==> src/rtl/btb_update_ctrl_pkg.sv <==
// Shared BTB geometry, controller state encoding and strobe constants.
// Imported by the BTB update controller, its FIFO and the IF-side lookup logic.
package btb_update_ctrl_pkg;

   localparam int IDX_W   = 6;
   localparam int TAG_W   = 10;
   localparam int TGT_W   = 18;
   localparam int Q_DEPTH = 4;

   localparam logic ENABLE  = 1'b1;
   localparam logic DISABLE = 1'b0;

   typedef enum logic [1:0] {
      ST_INIT  = 2'd0,
      ST_RUN   = 2'd1,
      ST_FLUSH = 2'd2
   } upd_state_t;

endpackage

==> src/rtl/btb_update_ctrl_if.sv <==
// Control/data bundle between EX, the BTB write port, IF and the update controller.
// The master side is the update controller itself.
interface btb_update_ctrl_if
   import btb_update_ctrl_pkg::*;
#(
   parameter int IDX_W = btb_update_ctrl_pkg::IDX_W,
   parameter int TAG_W = btb_update_ctrl_pkg::TAG_W,
   parameter int TGT_W = btb_update_ctrl_pkg::TGT_W
);
   logic             rdy;
   logic             ex_valid;
   logic [31:0]      ex_pc;
   logic             ex_taken;
   logic [31:0]      ex_target;
   logic             ex_ready;
   logic             flush_all;
   logic             btb_we;
   logic             btb_clr;
   logic [IDX_W-1:0] btb_idx;
   logic [TAG_W-1:0] btb_tag;
   logic [TGT_W-1:0] btb_tgt;
   logic             btb_taken;
   logic             lookup_en;
   logic             init_done;

   modport master (
      input  rdy, ex_valid, ex_pc, ex_taken, ex_target, flush_all,
      output ex_ready, btb_we, btb_clr, btb_idx, btb_tag, btb_tgt, btb_taken,
             lookup_en, init_done
   );

   modport slave (
      output rdy, ex_valid, ex_pc, ex_taken, ex_target, flush_all,
      input  ex_ready, btb_we, btb_clr, btb_idx, btb_tag, btb_tgt, btb_taken,
             lookup_en, init_done
   );

endinterface

==> src/rtl/btb_upd_fifo.sv <==
// Synchronous FIFO for pending BTB updates; i_clr empties it and wins over push/pop.
// Callers must not push when full nor pop when empty.
module btb_upd_fifo
   import btb_update_ctrl_pkg::*;
#(
   parameter int DEPTH  = Q_DEPTH,
   parameter int DATA_W = 8
) (
   input  logic              clk,
   input  logic              rst,
   input  logic              i_clr,
   input  logic              i_push,
   input  logic              i_pop,
   input  logic [DATA_W-1:0] i_data,
   output logic              o_full,
   output logic              o_empty,
   output logic [DATA_W-1:0] o_head
);
   localparam int PTR_W = $clog2(DEPTH);

   logic [DATA_W-1:0] r_mem [DEPTH];
   logic [PTR_W-1:0]  r_wr_ptr;
   logic [PTR_W-1:0]  r_rd_ptr;
   logic [PTR_W:0]    r_count;

   always_ff @(posedge clk) begin
      if (rst || i_clr) begin
         r_wr_ptr <= '0;
         r_rd_ptr <= '0;
         r_count  <= '0;
      end else begin
         if (i_push) r_wr_ptr <= r_wr_ptr + 1'b1;
         if (i_pop)  r_rd_ptr <= r_rd_ptr + 1'b1;
         case ({i_push, i_pop})
            2'b10:   r_count <= r_count + 1'b1;
            2'b01:   r_count <= r_count - 1'b1;
            default: r_count <= r_count;
         endcase
      end
   end

   always_ff @(posedge clk) begin
      if (i_push && !i_clr) r_mem[r_wr_ptr] <= i_data;
   end

   assign o_full  = (r_count == (PTR_W+1)'(DEPTH));
   assign o_empty = (r_count == '0);
   assign o_head  = r_mem[r_rd_ptr];

endmodule

==> src/rtl/btb_update_ctrl.sv <==
// Sequences all BTB writes: clear sweeps after reset/flush, then drains queued EX updates.
// lookup_en is only asserted while the BTB contents are known-clean (RUN).
module btb_update_ctrl
   import btb_update_ctrl_pkg::*;
#(
   parameter int IDX_W   = btb_update_ctrl_pkg::IDX_W,
   parameter int TAG_W   = btb_update_ctrl_pkg::TAG_W,
   parameter int TGT_W   = btb_update_ctrl_pkg::TGT_W,
   parameter int Q_DEPTH = btb_update_ctrl_pkg::Q_DEPTH
) (
   input  logic              clk,
   input  logic              rst,
   btb_update_ctrl_if.master bus
);
   localparam int ENT_W = IDX_W + TAG_W + TGT_W + 1;

   upd_state_t       r_state;
   logic [IDX_W-1:0] r_sweep_idx;
   logic             r_we;
   logic             r_clr;
   logic [IDX_W-1:0] r_idx;
   logic [TAG_W-1:0] r_tag;
   logic [TGT_W-1:0] r_tgt;
   logic             r_taken;
   logic             r_init_done;

   logic             w_run;
   logic             w_flush;
   logic             w_push;
   logic             w_pop;
   logic             w_full;
   logic             w_empty;
   logic [ENT_W-1:0] w_push_data;
   logic [ENT_W-1:0] w_head;
   logic             w_unused;

   assign w_run   = (r_state == ST_RUN);
   // A flush edge drops both the same-cycle push and any pending pop.
   assign w_flush = bus.rdy && bus.flush_all && w_run;
   assign w_push  = bus.rdy && bus.ex_valid && !w_full && !w_flush;
   assign w_pop   = bus.rdy && w_run && !bus.flush_all && !w_empty;

   assign w_push_data = {bus.ex_pc[IDX_W+1:2],
                         bus.ex_pc[IDX_W+TAG_W+1:IDX_W+2],
                         bus.ex_target[TGT_W-1:0],
                         bus.ex_taken};
   assign w_unused = ^{bus.ex_pc[31:IDX_W+TAG_W+2], bus.ex_pc[1:0],
                       bus.ex_target[31:TGT_W]};

   btb_upd_fifo #(
      .DEPTH  (Q_DEPTH),
      .DATA_W (ENT_W)
   ) u_fifo (
      .clk     (clk),
      .rst     (rst),
      .i_clr   (w_flush),
      .i_push  (w_push),
      .i_pop   (w_pop),
      .i_data  (w_push_data),
      .o_full  (w_full),
      .o_empty (w_empty),
      .o_head  (w_head)
   );

   always_ff @(posedge clk) begin
      if (rst) begin
         r_state     <= ST_INIT;
         r_sweep_idx <= '0;
         r_we        <= DISABLE;
         r_clr       <= DISABLE;
         r_idx       <= '0;
         r_tag       <= '0;
         r_tgt       <= '0;
         r_taken     <= DISABLE;
         r_init_done <= DISABLE;
      end else begin
         r_we  <= DISABLE;
         r_clr <= DISABLE;
         if (bus.rdy) begin
            case (r_state)
               ST_INIT, ST_FLUSH: begin
                  r_we        <= ENABLE;
                  r_clr       <= ENABLE;
                  r_idx       <= r_sweep_idx;
                  r_sweep_idx <= r_sweep_idx + 1'b1;
                  if (r_sweep_idx == '1) begin
                     r_state <= ST_RUN;
                     if (r_state == ST_INIT) r_init_done <= ENABLE;
                  end
               end
               ST_RUN: begin
                  if (bus.flush_all) begin
                     r_state     <= ST_FLUSH;
                     r_sweep_idx <= '0;
                  end else if (!w_empty) begin
                     r_we    <= ENABLE;
                     r_idx   <= w_head[ENT_W-1 -: IDX_W];
                     r_tag   <= w_head[TAG_W+TGT_W -: TAG_W];
                     r_tgt   <= w_head[TGT_W:1];
                     r_taken <= w_head[0];
                  end
               end
               default: r_state <= ST_INIT;
            endcase
         end
      end
   end

   assign bus.ex_ready  = !w_full;
   assign bus.lookup_en = w_run;
   assign bus.btb_we    = r_we;
   assign bus.btb_clr   = r_clr;
   assign bus.btb_idx   = r_idx;
   assign bus.btb_tag   = r_tag;
   assign bus.btb_tgt   = r_tgt;
   assign bus.btb_taken = r_taken;
   assign bus.init_done = r_init_done;

endmodule

==> src/flat_wrapper.sv <==
// flat-port wrapper written by rule: the top's interface ports become plain ports
module btb_update_ctrl_flat import btb_update_ctrl_pkg::*;
#(
   parameter int IDX_W   = btb_update_ctrl_pkg::IDX_W,
   parameter int TAG_W   = btb_update_ctrl_pkg::TAG_W,
   parameter int TGT_W   = btb_update_ctrl_pkg::TGT_W,
   parameter int Q_DEPTH = btb_update_ctrl_pkg::Q_DEPTH
)
  (clk, rst, bus_rdy, bus_ex_valid, bus_ex_pc, bus_ex_taken, bus_ex_target, bus_flush_all, bus_ex_ready, bus_btb_we, bus_btb_clr, bus_btb_idx, bus_btb_tag, bus_btb_tgt, bus_btb_taken, bus_lookup_en, bus_init_done);
  btb_update_ctrl_if #(.IDX_W(IDX_W), .TAG_W(TAG_W), .TGT_W(TGT_W)) bus_i ();
  input  logic clk;
  input  logic rst;
  input wire logic [$bits(bus_i.rdy)-1:0] bus_rdy;
  input wire logic [$bits(bus_i.ex_valid)-1:0] bus_ex_valid;
  input wire logic [$bits(bus_i.ex_pc)-1:0] bus_ex_pc;
  input wire logic [$bits(bus_i.ex_taken)-1:0] bus_ex_taken;
  input wire logic [$bits(bus_i.ex_target)-1:0] bus_ex_target;
  input wire logic [$bits(bus_i.flush_all)-1:0] bus_flush_all;
  output wire logic [$bits(bus_i.ex_ready)-1:0] bus_ex_ready;
  output wire logic [$bits(bus_i.btb_we)-1:0] bus_btb_we;
  output wire logic [$bits(bus_i.btb_clr)-1:0] bus_btb_clr;
  output wire logic [$bits(bus_i.btb_idx)-1:0] bus_btb_idx;
  output wire logic [$bits(bus_i.btb_tag)-1:0] bus_btb_tag;
  output wire logic [$bits(bus_i.btb_tgt)-1:0] bus_btb_tgt;
  output wire logic [$bits(bus_i.btb_taken)-1:0] bus_btb_taken;
  output wire logic [$bits(bus_i.lookup_en)-1:0] bus_lookup_en;
  output wire logic [$bits(bus_i.init_done)-1:0] bus_init_done;
  assign bus_i.rdy = bus_rdy;
  assign bus_i.ex_valid = bus_ex_valid;
  assign bus_i.ex_pc = bus_ex_pc;
  assign bus_i.ex_taken = bus_ex_taken;
  assign bus_i.ex_target = bus_ex_target;
  assign bus_i.flush_all = bus_flush_all;
  assign bus_ex_ready = bus_i.ex_ready;
  assign bus_btb_we = bus_i.btb_we;
  assign bus_btb_clr = bus_i.btb_clr;
  assign bus_btb_idx = bus_i.btb_idx;
  assign bus_btb_tag = bus_i.btb_tag;
  assign bus_btb_tgt = bus_i.btb_tgt;
  assign bus_btb_taken = bus_i.btb_taken;
  assign bus_lookup_en = bus_i.lookup_en;
  assign bus_init_done = bus_i.init_done;
  btb_update_ctrl #(.IDX_W(IDX_W), .TAG_W(TAG_W), .TGT_W(TGT_W), .Q_DEPTH(Q_DEPTH)) u_core (.clk(clk), .rst(rst), .bus(bus_i));
endmodule
==> config.mk <==
export PLATFORM = sky130hd
export DESIGN_NAME = btb_update_ctrl_flat
export DESIGN_NICKNAME = d
export VERILOG_FILES = /design/src/rtl/btb_update_ctrl_pkg.sv /design/src/rtl/btb_update_ctrl_if.sv /design/src/rtl/btb_upd_fifo.sv /design/src/rtl/btb_update_ctrl.sv /design/src/flat_wrapper.sv
export SDC_FILE = /design/constraint.sdc
export NUM_CORES = 1
export LEC_CHECK = 0
export BUFFER_PORTS_ARGS = -buffer_cell sky130_fd_sc_hd__buf_4
export CAP_MARGIN = 20
export CORE_UTILIZATION = 51
export DETAILED_ROUTE_END_ITERATION = 10
export GPL_TIMING_DRIVEN = 0
export PLACE_DENSITY = 0.85
export SLEW_MARGIN = 10
export SYNTH_ARGS = -nofsm -noshare
export SYNTH_HDL_FRONTEND = slang
export SYNTH_SLANG_ARGS = --single-unit
==> constraint.sdc <==
create_clock -name clk -period 2.2 [get_ports clk]
set_clock_uncertainty 0.1 [all_clocks]
set_input_delay 0.22 -clock clk [delete_from_list [all_inputs] [get_ports clk]]
set_output_delay 0.22 -clock clk [all_outputs]
set_load 0.02 [all_outputs]
# --- Yosys cells after proc, flatten, opt, wreduce, memory -nomap -nowiden ---
# Memory sizes are Yosys's and may differ from the RTL's. A register that Yosys moved wholly into a read port is not among the register bits.
# Index checks and enable logic that the tools add are counted.
# Widths: inputs -> output; s select.
op_classes:
  mux: 17
  n_reduce_logical: 25
  eq_ne: 10
  addsub: 5
  n_bitwise: 3
ops:
  columns: ["cell", "count"]
  rows:
  - ["$pmux 6 s2", 2]
  - ["$mux 6", 3]
  - ["$reduce_and 4->1", 3]
  - ["$logic_and 1x1->1", 9]
  - ["$mux 2", 4]
  - ["$add 6x1->6 const B", 1]
  - ["$eq 6x6->1 const B", 1]
  - ["$ne 2x2->1 const B", 3]
  - ["$pmux 3 s2", 1]
  - ["$reduce_and 3->1", 2]
  - ["$mux 1", 5]
  - ["$add 2x1->2 const B", 2]
  - ["$eq 2x1->1 const B", 2]
  - ["$eq 2x2->1 const B", 2]
  - ["$logic_not 1->1", 4]
  - ["$pmux 2 s2", 1]
  - ["$reduce_bool 2->1", 2]
  - ["$reduce_or 2->1", 2]
  - ["$add 3x1->3 const B", 1]
  - ["$eq 3x3->1 const B", 1]
  - ["$logic_not 3->1", 1]
  - ["$not 1->1", 3]
  - ["$sub 3x1->3 const B", 1]
  - ["$logic_not 2->1", 1]
  - ["3 further kinds", 3]
totals:
  word_cells: 73
  regBits: 53
  ramBits: 140
  output_inout_bits: 40
  n_memories: 1
  in_bits: 70
memory_table:
  columns: ["name", "words", "word_bits", "read_ports", "rd_ports_with_merged_regs", "write_ports", "line", "rtl"]
  rows:
  - ["u_core.u_fifo.r_mem", 4, 35, 1, 1, 1, "btb_upd_fifo.sv:21", "logic [DATA_W-1:0] r_mem [DEPTH];"]

# --- Depth between registers and ports, before layout ---
# Gate-level depths: netlist of run 1.
logic_depth:
  word_depth: 7
  depth_mapped: 11
  depth_no_buf: 10

# --- Modules after synthesis ---
# A second synthesis of run 1 with hierarchy kept.
unflattened:
  hier_cells: 463
  area_unflattened_um2: 7457.2
modules_own_cells:
  columns: ["module", "instances", "area_each_um2", "seq_area_each_um2", "cells_per_inst"]
  rows:
  - ["btb_upd_fifo", 1, 5546.6, 4384.2, 232]
  - ["btb_update_ctrl", 1, 1910.6, 920.9, 231]

# --- Least setup slack after synthesis of run 1 ---
# No wires, ideal clock.
synth_path:
  kind: "reg-to-reg"
  start: "register u_core.u_fifo.r_count[0]"
  end: "register u_core.u_fifo.r_count[2]"
  arrival_time_ps: 2287
  required_ps: 2030
  path_buffers: 0
  setup_ps: 70
  path_stages_with_launch: 11
  synth_period_minus_slack_ps: 2457
  slack_ps: -257
  cell_sequence: "dfxtp_1 -> or3b_1 -> nand3_1 -> nor2_1 -> inv_1 -> ha_1 -> inv_1 -> fa_1 -> xor2_1 -> or3_1 -> a21oi_1"
synth_between:
  elab_chain_cells: 6
  elab_cells_between_ends: 13
  classes_between: "2 x add/sub; 3 x eq/ne; 1 x mux; 7 x reduce/logical"
synth_lines:
  columns: ["element", "line", "rtl"]
  rows:
  - ["start, declared", "btb_upd_fifo.sv:24", "logic [PTR_W:0] r_count;"]
  - ["start signal, assigned", "btb_upd_fifo.sv:35", "2'b10: r_count <= r_count + 1'b1;"]
  - ["start signal, assigned", "btb_upd_fifo.sv:36", "2'b01: r_count <= r_count - 1'b1;"]
  - ["start signal, assigned", "btb_upd_fifo.sv:37", "default: r_count <= r_count;"]
  - ["$eq 3x3->1 (*)", "btb_upd_fifo.sv:46", "assign o_full = (r_count == (PTR_W+1)'(DEPTH));"]
  - ["$logic_not 1->1 (*)", null, null]
  - ["net bus_ex_ready", "flat_wrapper.sv:19", "output wire logic [$bits(bus_i.ex_ready)-1:0] bus_ex_ready;"]
  - ["$logic_and 1x1->1 (*) (2 in a row)", "btb_update_ctrl.sv:40", "assign w_push = bus.rdy && bus.ex_valid && !w_full && !w_flush;"]
  - ["$eq 2x1->1 / $eq 2x2->1 (equally long branches)", "btb_upd_fifo.sv:34", "case ({i_push, i_pop})"]
  - ["$pmux 3 s2 / $reduce_bool 2->1 (equally long branches)", null, null]
# The timed path passes the listed nets; every way through them passes the cells marked *.
# A chain may end at the register's enable or synchronous reset.

# --- Worst setup path after layout of run 1 ---
layout_path:
  start: "register u_core.u_fifo.r_count[1]"
  end: "register u_core.u_fifo.r_count[2]"
layout_between:
  elab_chain_cells: 6
  elab_cells_between_ends: 13
  classes_between: "2 x add/sub; 3 x eq/ne; 1 x mux; 7 x reduce/logical"
layout_lines:
  columns: ["element", "line"]
  rows:
  - ["$eq 3x3->1", "btb_upd_fifo.sv:46"]
  - ["$logic_not 1->1", "btb_update_ctrl.sv:40"]
  - ["$logic_and 1x1->1 (2 in a row)", "btb_update_ctrl.sv:40"]
  - ["$eq 2x1->1 / $eq 2x2->1 (equally long branches)", "btb_upd_fifo.sv:34"]
  - ["$pmux 3 s2 / $reduce_bool 2->1 (equally long branches)", null]
# Several ways; a longest one is shown, not always the timed one.

==> impl_metrics.yaml, run 1 <==
grt:
  antenna_found_initial: 0
  grt-ovfl-total: 0
  grt_pass1_wl_um: 21700
  grt_pass1_vias: 4203
  track_usage: 0.206
  grt_max_degree: 36
timing:
  max_freq_mhz: 448
  rsz0062_at_grt: "true"
  slew_violations: 0
  fin_ws_ns: -0.0322
  slew_headroom: 0.549
  finalHoldViolCount: 0
  setup_viol: 1
  worst_pin_slew_ns: 0.676
  final.min_clock_period_ns: 2.23
  finalCritPeriodShare: 1.01
routing:
  vias: 4087
  drc: 0
  wire_per_inst_um: 19.3
  drt-pass1-iter-count: 4
  drtIter0Drc: 292
  ant_nets: 0
  routed_wl_um: 14100
  vias_per_cell: 5.60
placed_design:
  gp_congestion: 0.814
  dp_hpwl_um: 8120
  io_buffer_count: 79
  placed_cells: 650
worst_setup_path:
  worst_path_most_repeated_cell: "inv_2"
  crit_chain: "or3b_4, nand3_4, nor2_4, inv_2, ha_4, inv_2, fa_2, xor2_1, or3_1, a21oi_2"
  critPathCaptureType: "flop"
  criticalPathCategory: "flop to flop"
  critPathMaxStageDelay_ns: 0.41
  critPathMaxFanout: 5
  required_ns: 2.46
  slowest_stage: "or3b_4"
  start_kind: "flop"
  cp.arrival_ns: 2.50
job:
  cap_viol_max_count: 0
layout:
  layout_commonest_cell: "edfxtp_1"
  diodes: 0
  nets: 618
  final_cell_mix: "edfxtp_1, buf_4, dfxtp_1"
  ff_latch_area_sq_mm: 0.00532
  drive_gt1_frac: 0.338
  instances_no_fill: 730
  multi_input_area_sq_mm: 0.00178
  syn_to_final_growth_pct: 26.3
  n_fill_cell: 891
yosys:
  synth_edf_count: 140
  ys.flop_type: "edfxtp_1"
  ys.warnings.count: 0
  ys_seq_elements: 195
  synthesis.area_sq_mm: 0.00716
  async_reset_ff_frac: 0
  avgSynthCellArea_sq_um: 18.1
  synth_nets: 472
  syn_inst: 395
  yosys.cell_types.count: 37
  ys_seq_area_frac: 0.741
cts:
  cts_made_buffers: 17
  htreeDepth: 4
  cts_buffer_depth: 2
  cts_tree: "yes"
  clk_latency_ns: 0.43
  path_clk_slew_ns: 0.07
  cts-root-buf: "clkbuf_16"
  cts.sinks: 195
power_and_ir_drop:
  pwr_density_cell_mw_per_mm2: 789
  internal_power_uw: 5620
  p_leak_uw: 0.00317
  switching_share: 0.211
  power_frac_clock: 0.385
  p_seq_frac: 0.566
  ir_drop_mv: 0.719
  p_total_uw: 7130
  combPwrFrac: 0.048
  p_switching_uw: 1510
floorplanning:
  die_x_um: 120
  num_rows: 42
  core_sq_mm: 0.0135
  start_util: 0.532
  dieArea_sq_mm: 0.0145
  dieHeight_um: 120
  pin_count: 110
outcome:
  violations: "negative setup slack"
  status: "complete, but fails checks"
worst_hold_path:
  hold_class: "input port to flop"
## logic make-up after synthesis
logic type | after synthesis | share of synthesized area
AOI/OAI and AO/OA | 53 | 0.0596
DFF | 195 | 0.741
xor gates and xnor gates | 9 | 0.0110
and+or+nand+nor | 65 | 0.0444
adders and majority gates | 7 | 0.0133
buffers and inverters | 31 | 0.0205
muxes | 35 | 0.110
## power groups by stage
| stage | Sequential [uW] | Combinational, uW | Clock [uW] |
|---|---|---|---|
| floorplan | 4130 | 124 | 0 |
| global placement | 4120 | 252 | 0 |
| detailed placement | 4130 | 265 | 0 |
| CTS | 4040 | 339 | 2770 |
| global route | 4050 | 370 | 2940 |
| finish | 4040 | 344 | 2750 |
## routing by layer
layer | part of all wire | global-route usage | routed length (um) | vias to the layer above
met1 | 0.40 | 0.241 | 5630 | 2083
met3 | 0.051 | 0.0637 | 724 | 17
met2 | 0.54 | 0.365 | 7550 | 144
li1 | - | - | - | 1843
met4 | 0.012 | 0.0594 | 175 | 0
met5 | 0 | 0 | 0 | -
## cells in the mapped netlist, types with 3 or more instances
library cell | number | share of area
buf_2 | 9 | 0.0063
xnor2_1 | 7 | 0.0086
nand2_1 | 16 | 0.0084
clkbuf_1 | 8 | 0.0042
nor2_1 | 26 | 0.014
a211oi_1 | 3 | 0.0031
ha_1 | 6 | 0.010
dfxtp_1 | 55 | 0.15
mux4_2 | 35 | 0.11
a22o_1 | 29 | 0.035
edfxtp_1 | 140 | 0.59
nand3_1 | 4 | 0.0028
o21ai_0 | 4 | 0.0028
inv_1 | 11 | 0.0058
nand2b_1 | 3 | 0.0026
a311oi_1 | 6 | 0.0073
and2_1 | 4 | 0.0035
nor3_1 | 3 | 0.0021
a21oi_1 | 5 | 0.0035
## state kept, by name, indices dropped and copies added, names as in the netlist, named ones only
name / count
u_core.bus.btb_taken: 1
u_core.u_fifo.r_rd_ptr: 2
u_core.u_fifo.r_count: 3
u_core.u_fifo.r_wr_ptr: 2
u_core.bus.btb_idx: 6
u_core.bus.btb_we: 1
u_core.bus.btb_tag: 10
u_core.r_sweep_idx: 6
u_core.u_fifo.r_mem: 140
u_core.bus.btb_clr: 1
u_core.bus.btb_tgt: 18
u_core.bus.init_done: 1
u_core.r_state: 2
## critical path: cells and delay by family (launching register included)
family	cells	cell delay (ns)
xor gates and xnor gates	1	0.15
DFF	1	0.34
and+or+nand+nor	4	0.89
AOI/OAI and AO/OA	1	0.12
adders and majority gates	2	0.46
buffers and inverters	2	0.11
## final cells by class
| class | count | share of cell area |
|---|---|---|
| sequential | 195 | 0.588 |
| multi-input combinational | 169 | 0.197 |
| timing repair buffer | 127 | 0.116 |
| clock buffer | 19 | 0.0479 |
| tap | 176 | 0.0244 |
| buffer | 20 | 0.0127 |
| clock inverter | 13 | 0.00941 |
| inverter | 11 | 0.00457 |
## worst paths after layout
path	start	endpoint	slack, ns	depth (start not counted)
setup / recovery	u_core.u_fifo.r_count[1]$_SDFFE_PP0P_	u_core.u_fifo.r_count[2]$_SDFFE_PP0P_	-0.03	10
hold / removal	bus_flush_all	u_core.r_state[0]$_SDFFE_PP0P_	0.06	4
setup reg to reg	u_core.u_fifo.r_count[1]$_SDFFE_PP0P_	u_core.u_fifo.r_count[2]$_SDFFE_PP0P_	-0.03	10
hold reg to reg	u_core.bus.btb_tgt[13]$_SDFFE_PP0P_	u_core.bus.btb_tgt[13]$_SDFFE_PP0P_	0.39	1
## metrics by stage
stage | setup TNS, ns | hold WS (ns) | utilization | instance area (sq um) | setup WS (ns)
6_report | -0.0322 | 0.0572 | 0.672 | 9040 | -0.0322
3_3_place_gp | -42.70 | 0.317 | 0.593 | 7980 | -0.310
3_5_place_dp | -49.14 | 0.323 | 0.593 | 7980 | -0.369
5_1_grt | -0.112 | 0.0477 | 0.672 | 9040 | -0.112
2_1_floorplan | -0.133 | 0.219 | - | 7170 | -0.133
4_1_cts | -0.0170 | 0.0184 | 0.668 | 8990 | -0.0170
## timing repair
item / CTS / global route
endpoints found under the setup margin: 142 / 17
endpoints found under the hold margin: 142 / 0
resized for setup: 21 / 6
hold buffers: 37 / 0
buffers inserted: 8 / 3
pin swaps: 4 / 2
Note: power is estimated with default switching activity, not from simulation.
==> run 2, diff against run 1 <==
Settings changed: PLACE_DENSITY 0.85 to 0.75.
==> impl_metrics.yaml, run 2 (same netlist as run 1, synthesis figures left out) <==
outcome:
  status: "complete, but fails checks"
  violations: "negative setup slack"
floorplanning:
  die_x_um: 120
  start_util: 0.532
  dieArea_sq_mm: 0.0145
  core_sq_mm: 0.0135
  dieHeight_um: 120
  num_rows: 42
  pin_count: 110
routing:
  ant_nets: 0
  drc: 0
  drt-pass1-iter-count: 4
  routed_wl_um: 13300
  wire_per_inst_um: 18.2
  vias: 3986
  vias_per_cell: 5.48
  drtIter0Drc: 254
placed_design:
  dp_hpwl_um: 7690
  post-place-ws_ns: -0.404
  io_buffer_count: 79
  gp_congestion: 0.842
  placed_cells: 650
layout:
  regMostFlops: "u_core.u_fifo.r_mem"
  ff_latch_area_sq_mm: 0.00532
  diodes: 0
  final_cell_mix: "edfxtp_1, buf_4, dfxtp_1"
  n_fill_cell: 943
  drive_gt1_frac: 0.339
  largest_reg_flops: 140
  multi_input_area_sq_mm: 0.00178
  utilization: 0.673
  layout_commonest_cell: "edfxtp_1"
  nets: 615
  syn_to_final_growth_pct: 26.4
  instances_no_fill: 727
timing:
  finalCritPeriodShare: 1.03
  setup_viol: 1
  tns_ns: -0.0754
  max_freq_mhz: 439
  holdWs_ns: 0.0725
  fin_ws_ns: -0.0754
  final.min_clock_period_ns: 2.28
  slew_headroom: 0.545
  rsz0062_at_grt: "true"
  worst_pin_slew_ns: 0.682
  slew_violations: 0
  finalHoldViolCount: 0
worst_setup_path:
  critPathMaxFanout: 2
  start_kind: "flop"
  criticalPathCategory: "flop to flop"
  cp.arrival_ns: 2.53
  critPathCaptureType: "flop"
  required_ns: 2.45
cts:
  cts_buffer_depth: 2
  htreeDepth: 4
  cts_made_buffers: 17
  clk_latency_ns: 0.42
  path_clk_slew_ns: 0.07
  cts_tree: "yes"
  cts-root-buf: "clkbuf_16"
  cts.sinks: 195
job:
  cap_viol_max_count: 0
power_and_ir_drop:
  ir_drop_mv: 0.913
  pwr_density_cell_mw_per_mm2: 806
  p_leak_uw: 0.00318
grt:
  antenna_found_initial: 0
  grt_pass1_wl_um: 21000
  grt_pass1_vias: 4093
  grt_max_degree: 36
  track_usage: 0.198
  grt-ovfl-total: 0
worst_hold_path:
  hold_class: "input port to flop"
[run 2: cell types whose count changed in the layout (fill, tap and decap cells not counted)]
cell / delta
clkinv_2: +1
clkbuf_1: -2
clkinv_4: -1
nor3_1: +1
inv_6: -1
buf_4: -3
inv_8: +3
clkinv_1: -2
buf_6: +1
bufinv_16: +1
nor3_2: -1
clkbuf_2: +1
buf_8: -1
[run 2: per-stage QoR]
step,power [uW],area (sq um)
after detailed placement,4390,7980
after global placement,4370,7980
final,7290,9050
after CTS,7340,9030
after floorplan,4250,7170
after global routing,7520,9050
[run 2: worst paths after layout]
path | from | to | slack (ns) | depth (start not counted)
setup / recovery | u_core.u_fifo.r_count[1]$_SDFFE_PP0P_ | u_core.u_fifo.r_count[2]$_SDFFE_PP0P_ | -0.08 | 10
hold / removal | bus_flush_all | u_core.r_state[0]$_SDFFE_PP0P_ | 0.07 | 4
setup reg to reg | u_core.u_fifo.r_count[1]$_SDFFE_PP0P_ | u_core.u_fifo.r_count[2]$_SDFFE_PP0P_ | -0.08 | 10
hold reg to reg | u_core.bus.btb_tag[6]$_SDFFE_PP0P_ | u_core.bus.btb_tag[6]$_SDFFE_PP0P_ | 0.38 | 1
[run 2: critical path, stage by stage, from the launching register on]
cell and delay, ns:
dfxtp_4 0.34, or3b_4 0.41, nand3_4 0.10, nor2_4 0.06, inv_2 0.07, ha_4 0.13, inv_2 0.04, fa_2 0.33
xor2_1 0.15, or3_1 0.34, a21oi_2 0.13
[run 2: layout make-up]
cell class                 instances  area share
sequential                       195       0.587
multi-input combinational        169       0.197
timing repair buffer             124       0.113
clock buffer                      18      0.0474
tap                              176      0.0243
clock inverter                    14      0.0142
buffer                            20      0.0124
inverter                          11     0.00456
[run 2: per-layer routing]
metal | vias up | share of wire | global-route usage
met3 | 8 | 0.049 | 0.0604
met2 | 96 | 0.51 | 0.325
met5 | - | 0 | 0
li1 | 1845 | - | -
met1 | 2037 | 0.43 | 0.257
met4 | 0 | 0.0075 | 0.0563
[run 2: what timing repair did]
| item | 4_1_cts | 5_1_grt |
|---|---|---|
| setup endpoints to repair | 142 | 12 |
| hold buffers | 37 | 0 |
| pin swaps | 4 | 2 |
| endpoints found under the hold margin | 143 | 0 |
| buffers inserted | 8 | 0 |
| resized for setup | 22 | 5 |
[run 2: power breakdown]
| part | total (uW) | leakage [uW] | internal (uW) | switching (uW) |
|---|---|---|---|---|
| sequential | 4040 | 0.00172 | 4020 | 23.1 |
| clock | 2910 | 0.000264 | 1580 | 1340 |
| combinational | 340 | 0.00120 | 171 | 170 |
| total | 7290 | 0.00318 | 5760 | 1530 |
==> run 3, diff against run 2 <==
Settings changed: BUFFER_PORTS_ARGS -buffer_cell sky130_fd_sc_hd__buf_4 to not set, CORE_UTILIZATION 51 to 56, DONT_BUFFER_PORTS set to 1, PLACE_DENSITY 0.75 to 0.73.
==> impl_metrics.yaml, run 3 (same netlist as run 1, synthesis figures left out) <==
worst_setup_path:
  critPathLaunch: "u_core.u_fifo.r_count[2]$_SDFFE_PP0P_"
  criticalPathCategory: "flop to flop"
  critPathMaxFanout: 3
  cp.arrival_ns: 2.51
  required_ns: 2.46
  r2r-start: "u_core.u_fifo.r_count[2]$_SDFFE_PP0P_"
  critPathCaptureType: "flop"
  start_kind: "flop"
layout:
  drive_gt1_frac: 0.228
  multi_input_area_sq_mm: 0.00177
  largest_reg_flops: 140
  final_cell_mix: "edfxtp_1, dfxtp_1, dlygate4sd3_1"
  syn_to_final_growth_pct: 18.4
  final_area_sq_mm: 0.00847
  layout_commonest_cell: "edfxtp_1"
  diodes: 0
  n_fill_cell: 805
  regMostFlops: "u_core.u_fifo.r_mem"
  ff_latch_area_sq_mm: 0.00531
  nets: 538
placed_design:
  gp_congestion: 0.830
  dp_hpwl_um: 7490
  place_area_sq_mm: 0.00738
  io_buffer_count: 0
grt:
  grt_max_degree: 36
  grt_pass1_wl_um: 19800
  grt_pass1_vias: 3753
  grt-ovfl-total: 0
  track_usage: 0.211
  antenna_found_initial: 0
routing:
  vias: 3627
  vias_per_cell: 5.65
  wire_per_inst_um: 19.8
  ant_nets: 0
  drc: 0
  routed_wl_um: 12700
  drtIter0Drc: 259
  drt-pass1-iter-count: 4
power_and_ir_drop:
  p_total_uw: 7260
  pwr_density_cell_mw_per_mm2: 857
  ir_drop_mv: 0.756
  p_leak_uw: 0.00279
timing:
  rsz0062_at_grt: "true"
  max_freq_mhz: 444
  worst_pin_slew_ns: 0.674
  slew_headroom: 0.551
  fin_ws_ns: -0.0501
  slew_violations: 0
  finalHoldViolCount: 0
  final.min_clock_period_ns: 2.25
  setup_viol: 1
  finalCritPeriodShare: 1.02
worst_hold_path:
  min-delay-start: "bus_flush_all"
  hold_class: "input port to flop"
cts:
  path_clk_slew_ns: 0.07
  clk_latency_ns: 0.43
  htreeDepth: 4
  cts-root-buf: "clkbuf_16"
  cts.sinks: 195
  cts_tree: "yes"
  cts_buffer_depth: 2
  cts_made_buffers: 17
outcome:
  status: "complete, but fails checks"
  violations: "negative setup slack"
floorplanning:
  dieHeight_um: 115
  num_rows: 40
  core_sq_mm: 0.0122
  pin_count: 110
  die_x_um: 115
  start_util: 0.586
  dieArea_sq_mm: 0.0132
job:
  cap_viol_max_count: 0
-- run 3: per-layer routing --
| layer | vias to the layer above | share of wire | track usage |
|---|---|---|---|
| met1 | 1818 | 0.42 | 0.262 |
| met4 | 0 | 0.013 | 0.0771 |
| met3 | 13 | 0.059 | 0.0680 |
| li1 | 1694 | - | - |
| met5 | - | 0 | 0 |
| met2 | 102 | 0.51 | 0.350 |
-- run 3: power breakdown --
| group | total (uW) | internal, uW | leakage, uW | switching (uW) |
|---|---|---|---|---|
| combinational | 264 | 122 | 0.000795 | 142 |
| clock | 2950 | 1510 | 0.000278 | 1440 |
| sequential | 4050 | 4010 | 0.00172 | 34.4 |
| total | 7260 | 5650 | 0.00279 | 1610 |
-- run 3: worst max-delay path, stage by stage, from the launching register on --
cell	delay, ns
dfxtp_2	0.34
or3b_4	0.43
nand3_4	0.10
nor2_4	0.05
inv_2	0.07
ha_4	0.14
inv_2	0.04
fa_2	0.33
xor2_1	0.15
or3_1	0.32
a21oi_2	0.12
-- run 3: stage by stage --
stage / TNS (ns) / util / hold WS, ns / instances / worst slack (ns)
final: -0.0501 / 0.694 / 0.0223 / 642 / -0.0501
after global routing: -0.118 / 0.694 / 0.0123 / 642 / -0.118
after CTS: -0.127 / 0.692 / 0.00888 / 641 / -0.127
after detailed placement: -46.95 / 0.604 / 0.219 / 563 / -0.361
after global placement: -46.30 / 0.604 / 0.219 / 563 / -0.342
after floorplan: -0.133 / - / 0.219 / 395 / -0.133
-- run 3: final timing paths --
check,to,slack [ns],depth (start not counted)
worst max register to register,u_core.u_fifo.r_count[2]$_SDFFE_PP0P_,-0.05,10
worst min register to register,u_core.bus.btb_idx[4]$_SDFFE_PP0P_,0.42,2
worst max-delay path,u_core.u_fifo.r_count[2]$_SDFFE_PP0P_,-0.05,10
worst min-delay path,u_core.bus.btb_we$_SDFF_PP0_,0.02,2
-- run 3: cell type report --
cell class                      count  area share
Tap cell                          168      0.0248
Clock inverter                     14      0.0170
Clock buffer                       18      0.0507
Buffer                             20      0.0127
Timing Repair Buffer               47      0.0535
Inverter                           11     0.00487
Sequential cell                   195       0.627
Multi-Input combinational cell    169       0.209
-- run 3: repair_timing --
| action | in CTS | in global routing |
|---|---|---|
| cloned | 0 | 0 |
| pin swaps | 3 | 0 |
| gates resized for setup | 17 | 7 |
| setup endpoints to repair | 142 | 2 |
| hold endpoints to repair | 144 | 0 |
| hold buffers | 40 | 0 |
| buffers inserted | 6 | 1 |
